--- src/rtl/serial_arith_pkg.sv ---
// Shared definitions for the bit-serial arithmetic family (subtractor today,
// adder/comparator later): common FSM state type and its encoding.
package serial_arith_pkg;

   localparam logic [1:0] ST_IDLE_ENC = 2'd0;
   localparam logic [1:0] ST_RUN_ENC  = 2'd1;
   localparam logic [1:0] ST_DONE_ENC = 2'd2;

   typedef enum logic [1:0] {
      ST_IDLE = ST_IDLE_ENC,
      ST_RUN  = ST_RUN_ENC,
      ST_DONE = ST_DONE_ENC
   } serial_state_e;

   // Bit-counter width; never below 1 so the smallest legal WIDTH still has a counter.
   function automatic int serial_cnt_w(input int width);
      return (width <= 2) ? 1 : $clog2(width);
   endfunction

endpackage

--- src/rtl/full_subtractor_cell.sv ---
// One-bit full subtractor: two half-subtractor stages with the stage borrows ORed.
module full_subtractor_cell (
   input  logic a_i,
   input  logic b_i,
   input  logic bin_i,
   output logic d_o,
   output logic bout_o
);

   logic hs1_d, hs1_b, hs2_b;

   assign hs1_d  = a_i ^ b_i;
   assign hs1_b  = ~a_i & b_i;
   assign d_o    = hs1_d ^ bin_i;
   assign hs2_b  = ~hs1_d & bin_i;
   assign bout_o = hs1_b | hs2_b;

endmodule

--- src/rtl/serial_subtractor.sv ---
// Bit-serial LSB-first unsigned subtractor: diff = a - b, borrow = (a < b).
// One bit per clock; operands and result each cross a valid/ready handshake.
module serial_subtractor
   import serial_arith_pkg::*;
#(
   parameter int WIDTH = 8
) (
   input  logic             clk,
   input  logic             rst,
   input  logic             in_valid,
   output logic             in_ready,
   input  logic [WIDTH-1:0] a,
   input  logic [WIDTH-1:0] b,
   output logic             out_valid,
   input  logic             out_ready,
   output logic [WIDTH-1:0] diff,
   output logic             borrow
);

   localparam int            CW   = serial_cnt_w(WIDTH);
   localparam logic [CW-1:0] LAST = CW'(WIDTH - 1);

   serial_state_e    state_q;
   logic [WIDTH-1:0] a_sh_q, a_sh_d;
   logic [WIDTH-1:0] b_sh_q, b_sh_d;
   logic [WIDTH-1:0] diff_q, diff_d;
   logic [CW-1:0]    cnt_q, cnt_d;
   logic             bflop_q;
   logic             borrow_q;
   logic             out_valid_q;
   logic             cell_d, cell_bout;

   full_subtractor_cell u_cell (
      .a_i    (a_sh_q[0]),
      .b_i    (b_sh_q[0]),
      .bin_i  (bflop_q),
      .d_o    (cell_d),
      .bout_o (cell_bout)
   );

   always_comb begin
      a_sh_d = a_sh_q >> 1;
      b_sh_d = b_sh_q >> 1;
      diff_d = {cell_d, diff_q[WIDTH-1:1]};
      cnt_d  = cnt_q + CW'(1);
   end

   always_ff @(posedge clk) begin
      if (rst) begin
         state_q     <= ST_IDLE;
         a_sh_q      <= '0;
         b_sh_q      <= '0;
         diff_q      <= '0;
         cnt_q       <= '0;
         bflop_q     <= 1'b0;
         borrow_q    <= 1'b0;
         out_valid_q <= 1'b0;
      end else begin
         case (state_q)
            ST_IDLE: begin
               if (in_valid) begin
                  a_sh_q  <= a;
                  b_sh_q  <= b;
                  cnt_q   <= '0;
                  bflop_q <= 1'b0;
                  state_q <= ST_RUN;
               end
            end
            ST_RUN: begin
               a_sh_q  <= a_sh_d;
               b_sh_q  <= b_sh_d;
               diff_q  <= diff_d;
               bflop_q <= cell_bout;
               // Counter stops at LAST: the exit edge moves to DONE instead of wrapping.
               if (cnt_q == LAST) begin
                  borrow_q    <= cell_bout;
                  out_valid_q <= 1'b1;
                  state_q     <= ST_DONE;
               end else begin
                  cnt_q <= cnt_d;
               end
            end
            ST_DONE: begin
               if (out_ready) begin
                  out_valid_q <= 1'b0;
                  state_q     <= ST_IDLE;
               end
            end
            default: begin
               out_valid_q <= 1'b0;
               state_q     <= ST_IDLE;
            end
         endcase
      end
   end

   // Masked by rst so the source never sees ready while the block is held in reset.
   assign in_ready  = (state_q == ST_IDLE) && !rst;
   assign out_valid = out_valid_q;
   assign diff      = diff_q;
   assign borrow    = borrow_q;

endmodule
--- config.mk ---
export PLATFORM = sky130hd
export DESIGN_NAME = serial_subtractor
export DESIGN_NICKNAME = d
export VERILOG_FILES = /design/src/rtl/serial_arith_pkg.sv /design/src/rtl/full_subtractor_cell.sv /design/src/rtl/serial_subtractor.sv
export SDC_FILE = /design/constraint.sdc
export NUM_CORES = 1
export LEC_CHECK = 0
export BUFFER_PORTS_ARGS = -buffer_cell sky130_fd_sc_hd__buf_2
export CORE_MARGIN = 2
export CORE_UTILIZATION = 45
export CTS_BUF_LIST = sky130_fd_sc_hd__clkbuf_4 sky130_fd_sc_hd__clkbuf_8 sky130_fd_sc_hd__clkbuf_16
export CTS_CLUSTER_DIAMETER = 50
export DETAILED_ROUTE_END_ITERATION = 10
export PLACE_DENSITY = 0.68
export SKIP_LAST_GASP = 1
export SLEW_MARGIN = 40
export SYNTH_ARGS = -nofsm -noshare
export SYNTH_HDL_FRONTEND = slang
export SYNTH_SLANG_ARGS = --single-unit
--- constraint.sdc ---
create_clock -name clk -period 2.6 [get_ports clk]
set_input_delay 0.52 -clock clk [delete_from_list [all_inputs] [get_ports clk]]
set_output_delay 0.52 -clock clk [all_outputs]
set_load 0.01 [all_outputs]
# Yosys cells after proc, flatten, opt, wreduce, memory -nomap -nowiden
# Index checks and enable logic that the tools add are counted.
# word_totals
reg_bits,32
input_bits,20
out_inout_bits,11
elab_cells,49
# classes
addsub,1
n_eq_ne,7
mux,16
bitwise_logic,8
reduce_logical,9
# op_table
op,n
$pmux 8 s2,2
$mux 8,2
$reduce_and 3->1,3
$ne 2x2->1 const B,4
$mux 2,3
$mux 3,2
$pmux 2 s3,1
$pmux 3 s2,1
$reduce_and 2->1,2
$add 3x1->3 const B,1
$eq 3x3->1 const B,1
$mux 1,3
$not 1->1,3
$pmux 1 s3,1
$and 1x1->1,2
$eq 2x1->1 const B,1
$eq 2x2->1 const B,1
$logic_not 2->1,1
$pmux 1 s2,1
$reduce_bool 2->1,1
$xor 1x1->1,2
$logic_and 1x1->1,1
$logic_not 1->1,1
$or 1x1->1,1

# Logic depth before layout (Yosys ltp)
# Gate-level depths: netlist of run 1.
# logic_depth
word_depth,5
ltp_mapped,6
depth_no_buf,5

# Cells and area by module
# A second synthesis of run 1 with hierarchy kept.
# unflattened
cells_unflattened,153
hier_area_um2,1461.4
# by_module_without_submodules
mod,instances,cells_per_inst,area_each_um2,seq_area_each_um2
serial_subtractor,1,149,1430.1,640.6
full_subtractor_cell,1,4,31.3,0.0

# Least setup slack after synthesis of run 1
# Ideal clock, no wire load.
# synth_path
path_type,input to output
from,input port rst
to,output port in_ready
arrival_time_ns,1.124
required_time_ns,2.080
slack_ns,0.956
path_stages,3
path_buffers,2
path_cell_list,clkbuf_2 -> clkbuf_1 -> nor3_1
# synth_between
elab_chain_len,2
# synth_lines
element,line_no,text
from (decl),serial_subtractor.sv:9,"input logic rst,"
$logic_not 1->1,serial_subtractor.sv:98,assign in_ready = (state_q == ST_IDLE) && !rst;
$logic_and 1x1->1,serial_subtractor.sv:98,
to (decl),serial_subtractor.sv:11,"output logic in_ready,"
# No other way between the ends.

# Worst setup path after layout of run 1
# layout_path
from,register state_q[0]
to,output port in_ready
# layout_between
elab_chain_len,2
# layout_lines
element,line_no,text
from (decl),serial_subtractor.sv:23,serial_state_e state_q;
from (signal assigned),serial_subtractor.sv:50,state_q <= ST_IDLE;
from (signal assigned),serial_subtractor.sv:66,state_q <= ST_RUN;
from (signal assigned),serial_subtractor.sv:78,state_q <= ST_DONE;
$logic_not 2->1,serial_subtractor.sv:98,
$logic_and 1x1->1,serial_subtractor.sv:98,
# No other way between the ends.

==> impl_metrics.json, run 1 <==
{
  "syn_nets": 177,
  "relSlewSlack_pct": 64.3,
  "grt_usage_pct": 17.6,
  "synth_top_family_by_area": "compound AO/OA/AOI/OAI gates",
  "avgSynthCellArea_um2": 9.60,
  "wl_per_cell_um": 12.5,
  "synth_top_area_share_pct": 43.4,
  "path_max_fanout": 16,
  "die_area_mm2": 0.00376,
  "fp-row-count": 20,
  "vias_per_cell": 5.10,
  "start_kind": "flip-flop",
  "cts_buffer_depth": 2,
  "synth_cells": 154,
  "grt_pass1_wl_mm": 4.83,
  "syn_to_final_growth_pct": 11.2,
  "finalMaxSlewViolations": 0,
  "synth-simple-area-share_pct": 15.7,
  "final.setup.worst_slack_ns": 0.798,
  "drc": 0,
  "synth_most_common_cell": "dfxtp_1",
  "timing.max_cap.violations": 0,
  "yosys-top-cells-area": "dfxtp_1 (43%), mux2i_1 (10%), a211oi_2 (7.6%), nand2_1 (5.6%), a21oi_1 (4.1%)",
  "path_buf_inv": 1,
  "yosys-top-cells-count": "dfxtp_1 (32), nand2_1 (22), mux2i_1 (15), nor2_1 (14), a21oi_1 (12)",
  "drt-initial-drc-count": 32,
  "synth_area_leader_cell": "dfxtp_1",
  "core_mm2": 0.00308,
  "overflow": 0,
  "gr-usage-met1_pct": 21.5,
  "seq_area_frac_synth_pct": 43.4,
  "pre_cts_ws_ns": 1.00,
  "vdd_drop_max_uv": 351,
  "met2_usage_pct": 28.1,
  "clock.fmax_ghz": 0.555,
  "antenna_found_initial": 0,
  "dpl.hpwl_mm": 1.95,
  "power_density_mw_per_mm2": 568,
  "cp-end-kind": "output pin",
  "totalWireLength_mm": 2.79,
  "h-tree-depth": 2,
  "use_met3_pct": 6.51,
  "ant_nets": 0,
  "grt_pass1_vias": 1126,
  "setup_viol": 0,
  "port_buffers": 30,
  "setup_tns_ns": 0,
  "drive_gt1_share_pct": 31.1,
  "grt_max_degree": 33,
  "crit_family": "flip-flops",
  "critPathMaxStageDelay_ns": 0.67,
  "io_pins": 31,
  "cts_buffers": 5,
  "fin_nets": 203,
  "worstPathArrival_ns": 1.28,
  "vias": 1143,
  "crit_chain": "nor3_1 -> buf_2",
  "clkSinkCount": 32,
  "chipWidth_um": 61.3,
  "synthDistinctLibCells": 29,
  "diodes": 0,
  "muxShareOfSynthArea_pct": 10.2,
  "clk_pin_slew_ns": 0.09,
  "worstPathRequired_ns": 2.08,
  "synthAdderAreaFrac_pct": 3.05,
  "initial_utilization_pct": 48.0,
  "async_reset_ff_share_pct": 0,
  "critPathSlowestCell": "dfxtp_1",
  "rsz0062_at_grt": "no",
  "post_cts_resized": 0,
  "cts_tree": "done",
  "ys_warn_count": 0,
  "insertion_delay_ns": 0.33,
  "ys_ff_latch": 32,
  "fin_crit_ns": 1.80,
  "yosys.area_share.xor_xnor_pct": 0,
  "power.leakage_uw": 0.000666,
  "hold_class": "flip-flop to flip-flop",
  "worstMarginPinSlew_ns": 0.534,
  "worstSetupPathType": "flip-flop to output pin",
  "fill_cells": 291,
  "synth_area_mm2": 0.00148,
  "fp.dieH_um": 61.3,
  "hold_viol": 0,
  "status": "finished, final reports clean",
  "gp_congestion": 0.738,
  "clock_tree.root_cell": "clkbuf_4",
  "cts_hold_buffers": 0,
  "grt-busiest-layer": "met2",
  "fin_worst_skew_ns": 0.00411,
  "synth_edf_count": 0,
  "min_period_over_period_pct": 69.3,
  "dr.pass1.iters": 4,
  "synth_compound_area_share_pct": 19.4,
  "cts_setup_buffers": 0,
  "synth_ff_type": "dfxtp_1"
}
## per-stage QoR
step | instances | total power, uW | hold WS, ns | util [%] | area (um2)
finish | 224 | 933 | 0.455 | 53.4 | 1640
global route | 224 | 984 | 0.454 | 53.4 | 1640
CTS | 224 | 945 | 0.446 | 53.4 | 1640
detailed placement | 217 | 679 | 0.444 | 51.7 | 1590
global placement | 217 | 674 | 0.443 | 51.7 | 1590
floorplan | 154 | 656 | 0.454 | - | 1480
## layout by cell type, fill, tap and decap left out, drive strengths merged
cell	instances
mux2i	15
a21oi	12
nor4b	1
o21ai	1
clkinv	1
o21ba	1
buf	33
a211oi	14
nor3	2
nor2b	1
nor2	20
nand3	4
dfxtp	32
nand2b	1
ha	2
a32oi	2
nand2	22
clkbuf	6
fa	1
a2bb2oi	1
inv	3
a31oi	3
a311oi	1
o21bai	1
## layer usage
layer	up-vias	share of wire (%)
li1	584	-
met1	525	46
met2	28	45
met3	6	6.5
met4	0	1.9
met5	-	0
## power breakdown
part / total, uW / switching (uW) / internal [uW]
Clock: 267 / 157 / 110
Sequential: 537 / 20.8 / 517
Combinational: 129 / 69.4 / 59.4
Total: 933 / 247 / 686
## flip-flops by register name, indices dropped and copies added, names as in the netlist
name       cells
a_sh_q         8
b_sh_q         8
out_valid      1
bflop_q        1
diff           8
state_q        2
borrow         1
cnt_q          3
## cell families (layout without fill, tap and decap cells)
logic type               after synthesis  count (layout)
flip-flops                            32              32
adder cells (fa/ha/maj)                3               3
AO/OA/AOI/OAI                         36              36
multiplexers                          15              15
buffers and inverters                 17              43
AND/OR/NAND/NOR                       51              51
## worst register-to-register path, stage by stage, from the launching register on
cell      delay [ns]
dfxtp_1         0.67
buf_4           0.35
o21bai_1        0.21
a32oi_1         0.20
nor2_1          0.05
## layout make-up
| class | count | area, um2 | area share, % |
|---|---|---|---|
| Multi-Input combinational cell | 105 | 713 | 43.4 |
| Sequential cell | 32 | 641 | 39.0 |
| Timing Repair Buffer | 33 | 173 | 10.5 |
| Tap cell | 44 | 55.1 | 3.35 |
| Clock buffer | 6 | 45.0 | 2.74 |
| Inverter | 3 | 11.3 | 0.685 |
| Clock inverter | 1 | 5.00 | 0.305 |
## path summary, 6_finish.rpt
path | startpoint | to | slack, ns | cells past startpoint
setup / recovery | state_q[0]$_SDFFE_PP0P_ | in_ready | 0.80 | 2
hold / removal | out_valid$_SDFFE_PP0P_ | out_valid$_SDFFE_PP0P_ | 0.45 | 2
setup reg to reg | state_q[0]$_SDFFE_PP0P_ | a_sh_q[7]$_SDFFE_PP0P_ | 1.01 | 4
hold reg to reg | out_valid$_SDFFE_PP0P_ | out_valid$_SDFFE_PP0P_ | 0.45 | 2
No activity file was read; power rests on OpenSTA's default activity.
==> run 2: changes to the inputs <==
--- a/config.mk
+++ b/config.mk
@@ -11,7 +11,7 @@
 export CTS_BUF_LIST = sky130_fd_sc_hd__clkbuf_4 sky130_fd_sc_hd__clkbuf_8 sky130_fd_sc_hd__clkbuf_16
 export CTS_CLUSTER_DIAMETER = 50
 export DETAILED_ROUTE_END_ITERATION = 10
-export PLACE_DENSITY = 0.68
+export PLACE_DENSITY = 0.7
 export SKIP_LAST_GASP = 1
 export SLEW_MARGIN = 40
 export SYNTH_ARGS = -nofsm -noshare
==> constraint.sdc (replaced) <==
create_clock -name clk -period 1.65 [get_ports clk]
set_input_delay 0.33 -clock clk [delete_from_list [all_inputs] [get_ports clk]]
set_output_delay 0.33 -clock clk [all_outputs]
set_load 0.01 [all_outputs]
==> run 2 against run 1 <==
Net effect: non-clock buffer count up 1; first-iteration DRC count is 94% higher; sequential share of layout area is 0.68 points lower.
==> impl_metrics.json, run 2 (synthesized netlist as in run 1, its figures left out) <==
{
  "dr.pass1.iters": 4,
  "vias_per_cell": 5.10,
  "min_period_over_period_pct": 88.3,
  "cp-end-kind": "flip-flop",
  "io_pins": 31,
  "worstSetupPathType": "flip-flop to flip-flop",
  "clkSinkCount": 32,
  "gp_congestion": 0.673,
  "dpl.hpwl_mm": 2.03,
  "worstPathRequired_ns": 1.92,
  "cts_tree": "done",
  "path_max_fanout": 9,
  "worstPathArrival_ns": 1.73,
  "critPathMaxStageDelay_ns": 0.36,
  "top_layer_used": "met4",
  "clock_tree.root_cell": "clkbuf_4",
  "rsz0062_at_grt": "no",
  "finalMaxSlewViolations": 0,
  "diodes": 0,
  "grt_max_degree": 29,
  "cts_setup_buffers": 0,
  "fin_util_pct": 54.4,
  "fin_worst_skew_ns": 0.0128,
  "worst-path-stages": 5,
  "rr_worst_depth": 5,
  "power_density_mw_per_mm2": 905,
  "placed_cell_area_mm2": 0.00161,
  "mostFrequentLayoutCells": "dfxtp_1 (31), buf_2 (30), nand2_1 (22), mux2i_1 (15), nor2_1 (14)",
  "fp.dieH_um": 61.3,
  "vdd_drop_max_uv": 556,
  "setup_tns_ns": 0,
  "die_area_mm2": 0.00376,
  "hold_depth": 3,
  "clock.fmax_ghz": 0.686,
  "final_cell_area_mm2": 0.00168,
  "relSlewSlack_pct": 67.5,
  "vias": 1152,
  "timing.max_cap.violations": 0,
  "wl_met2_mm": 1.32,
  "grt_pass1_vias": 1091,
  "fp-row-count": 20,
  "hold_class": "input port to flip-flop",
  "start_kind": "flip-flop",
  "grt_pass1_wl_mm": 4.63,
  "overflow": 0,
  "regArea_um2": 642,
  "antenna_found_initial": 0,
  "crit_family": "adder cells",
  "worstMarginPinSlew_ns": 0.487,
  "setup_viol": 0,
  "crit_chain": "ha_1 -> ha_1 -> nor4b_1 -> a31oi_1 -> a21oi_1",
  "initial_utilization_pct": 48.0,
  "wl_per_cell_um": 12.1,
  "instances_no_fill": 226,
  "totalWireLength_mm": 2.74,
  "met1_length_mm": 1.24,
  "port_buffers": 30,
  "drive_gt1_share_pct": 32.4,
  "layout_commonest_cell": "dfxtp_1",
  "grt_usage_pct": 17.0,
  "cts_buffers": 5,
  "h-tree-depth": 2,
  "dr_wl_met3_um": 156,
  "syn_to_final_growth_pct": 13.4,
  "status": "finished, final reports clean",
  "fin_nets": 204,
  "clk_pin_slew_ns": 0.10,
  "critPathSlowestCell": "dfxtp_1",
  "drc": 0,
  "drt-initial-drc-count": 62,
  "chipWidth_um": 61.3,
  "core_mm2": 0.00308,
  "power.leakage_uw": 0.000684,
  "insertion_delay_ns": 0.33,
  "ant_nets": 0,
  "fill_cells": 299,
  "dpl.cell_count": 218,
  "fin_crit_ns": 1.46,
  "cts_buffer_depth": 2,
  "hold_viol": 0,
  "multi_input_area_um2": 713,
  "crit_top_cell": "ha_1",
  "path_buf_inv": 0
}
==> run 2: path summary, 6_finish.rpt <==
kind / from / to / slack (ns)
worst min-delay path: a[7] / a_sh_q[7]$_SDFFE_PP0P_ / 0.25
worst min register to register: out_valid$_SDFFE_PP0P_ / out_valid$_SDFFE_PP0P_ / 0.46
worst max register to register: cnt_q[0]$_SDFFE_PP0P_ / cnt_q[0]$_SDFFE_PP0P_ / 0.19
worst max-delay path: cnt_q[0]$_SDFFE_PP0P_ / cnt_q[0]$_SDFFE_PP0P_ / 0.19
==> run 2: area by class of cell <==
cell class / count / area share [%]
multi-input combinational: 105 / 42.6
sequential: 32 / 38.3
timing repair buffer: 34 / 11.5
tap: 44 / 3.29
clock buffer: 6 / 3.06
inverter: 3 / 0.672
clock inverter: 2 / 0.597
==> run 2: where the power goes <==
part           leakage, uW  internal, uW  switching (uW)
clock            0.0000380           202             258
combinational     0.000383          98.0             111
sequential        0.000263           815            32.8
==> run 2: routing by layer <==
metal | global-route usage (%) | vias up
met4 | 6.52 | 0
li1 | - | 588
met3 | 6.30 | 7
met1 | 19.9 | 521
met2 | 28.3 | 36
met5 | 0 | -
==> run 2: timing repair <==
item,CTS,global route
hold buffers,0,0
gates resized for setup,0,1
setup endpoints to repair,0,1
==> run 2: worst register-to-register path: stages, from the launching register on <==
cell and delay (ns):
dfxtp_1 0.36, ha_1 0.21, ha_1 0.29, nor4b_1 0.33
a31oi_1 0.08, a21oi_1 0.13
==> run 2: metrics by stage <==
stage	hold WS (ns)	worst slack [ns]	total power (uW)
final	0.252	0.193	1520
after global routing	0.253	0.0221	1600
after detailed placement	0.453	0.192	1080
after CTS	0.245	0.111	1540
after floorplan	0.454	0.338	1030
after global placement	0.441	0.306	1060
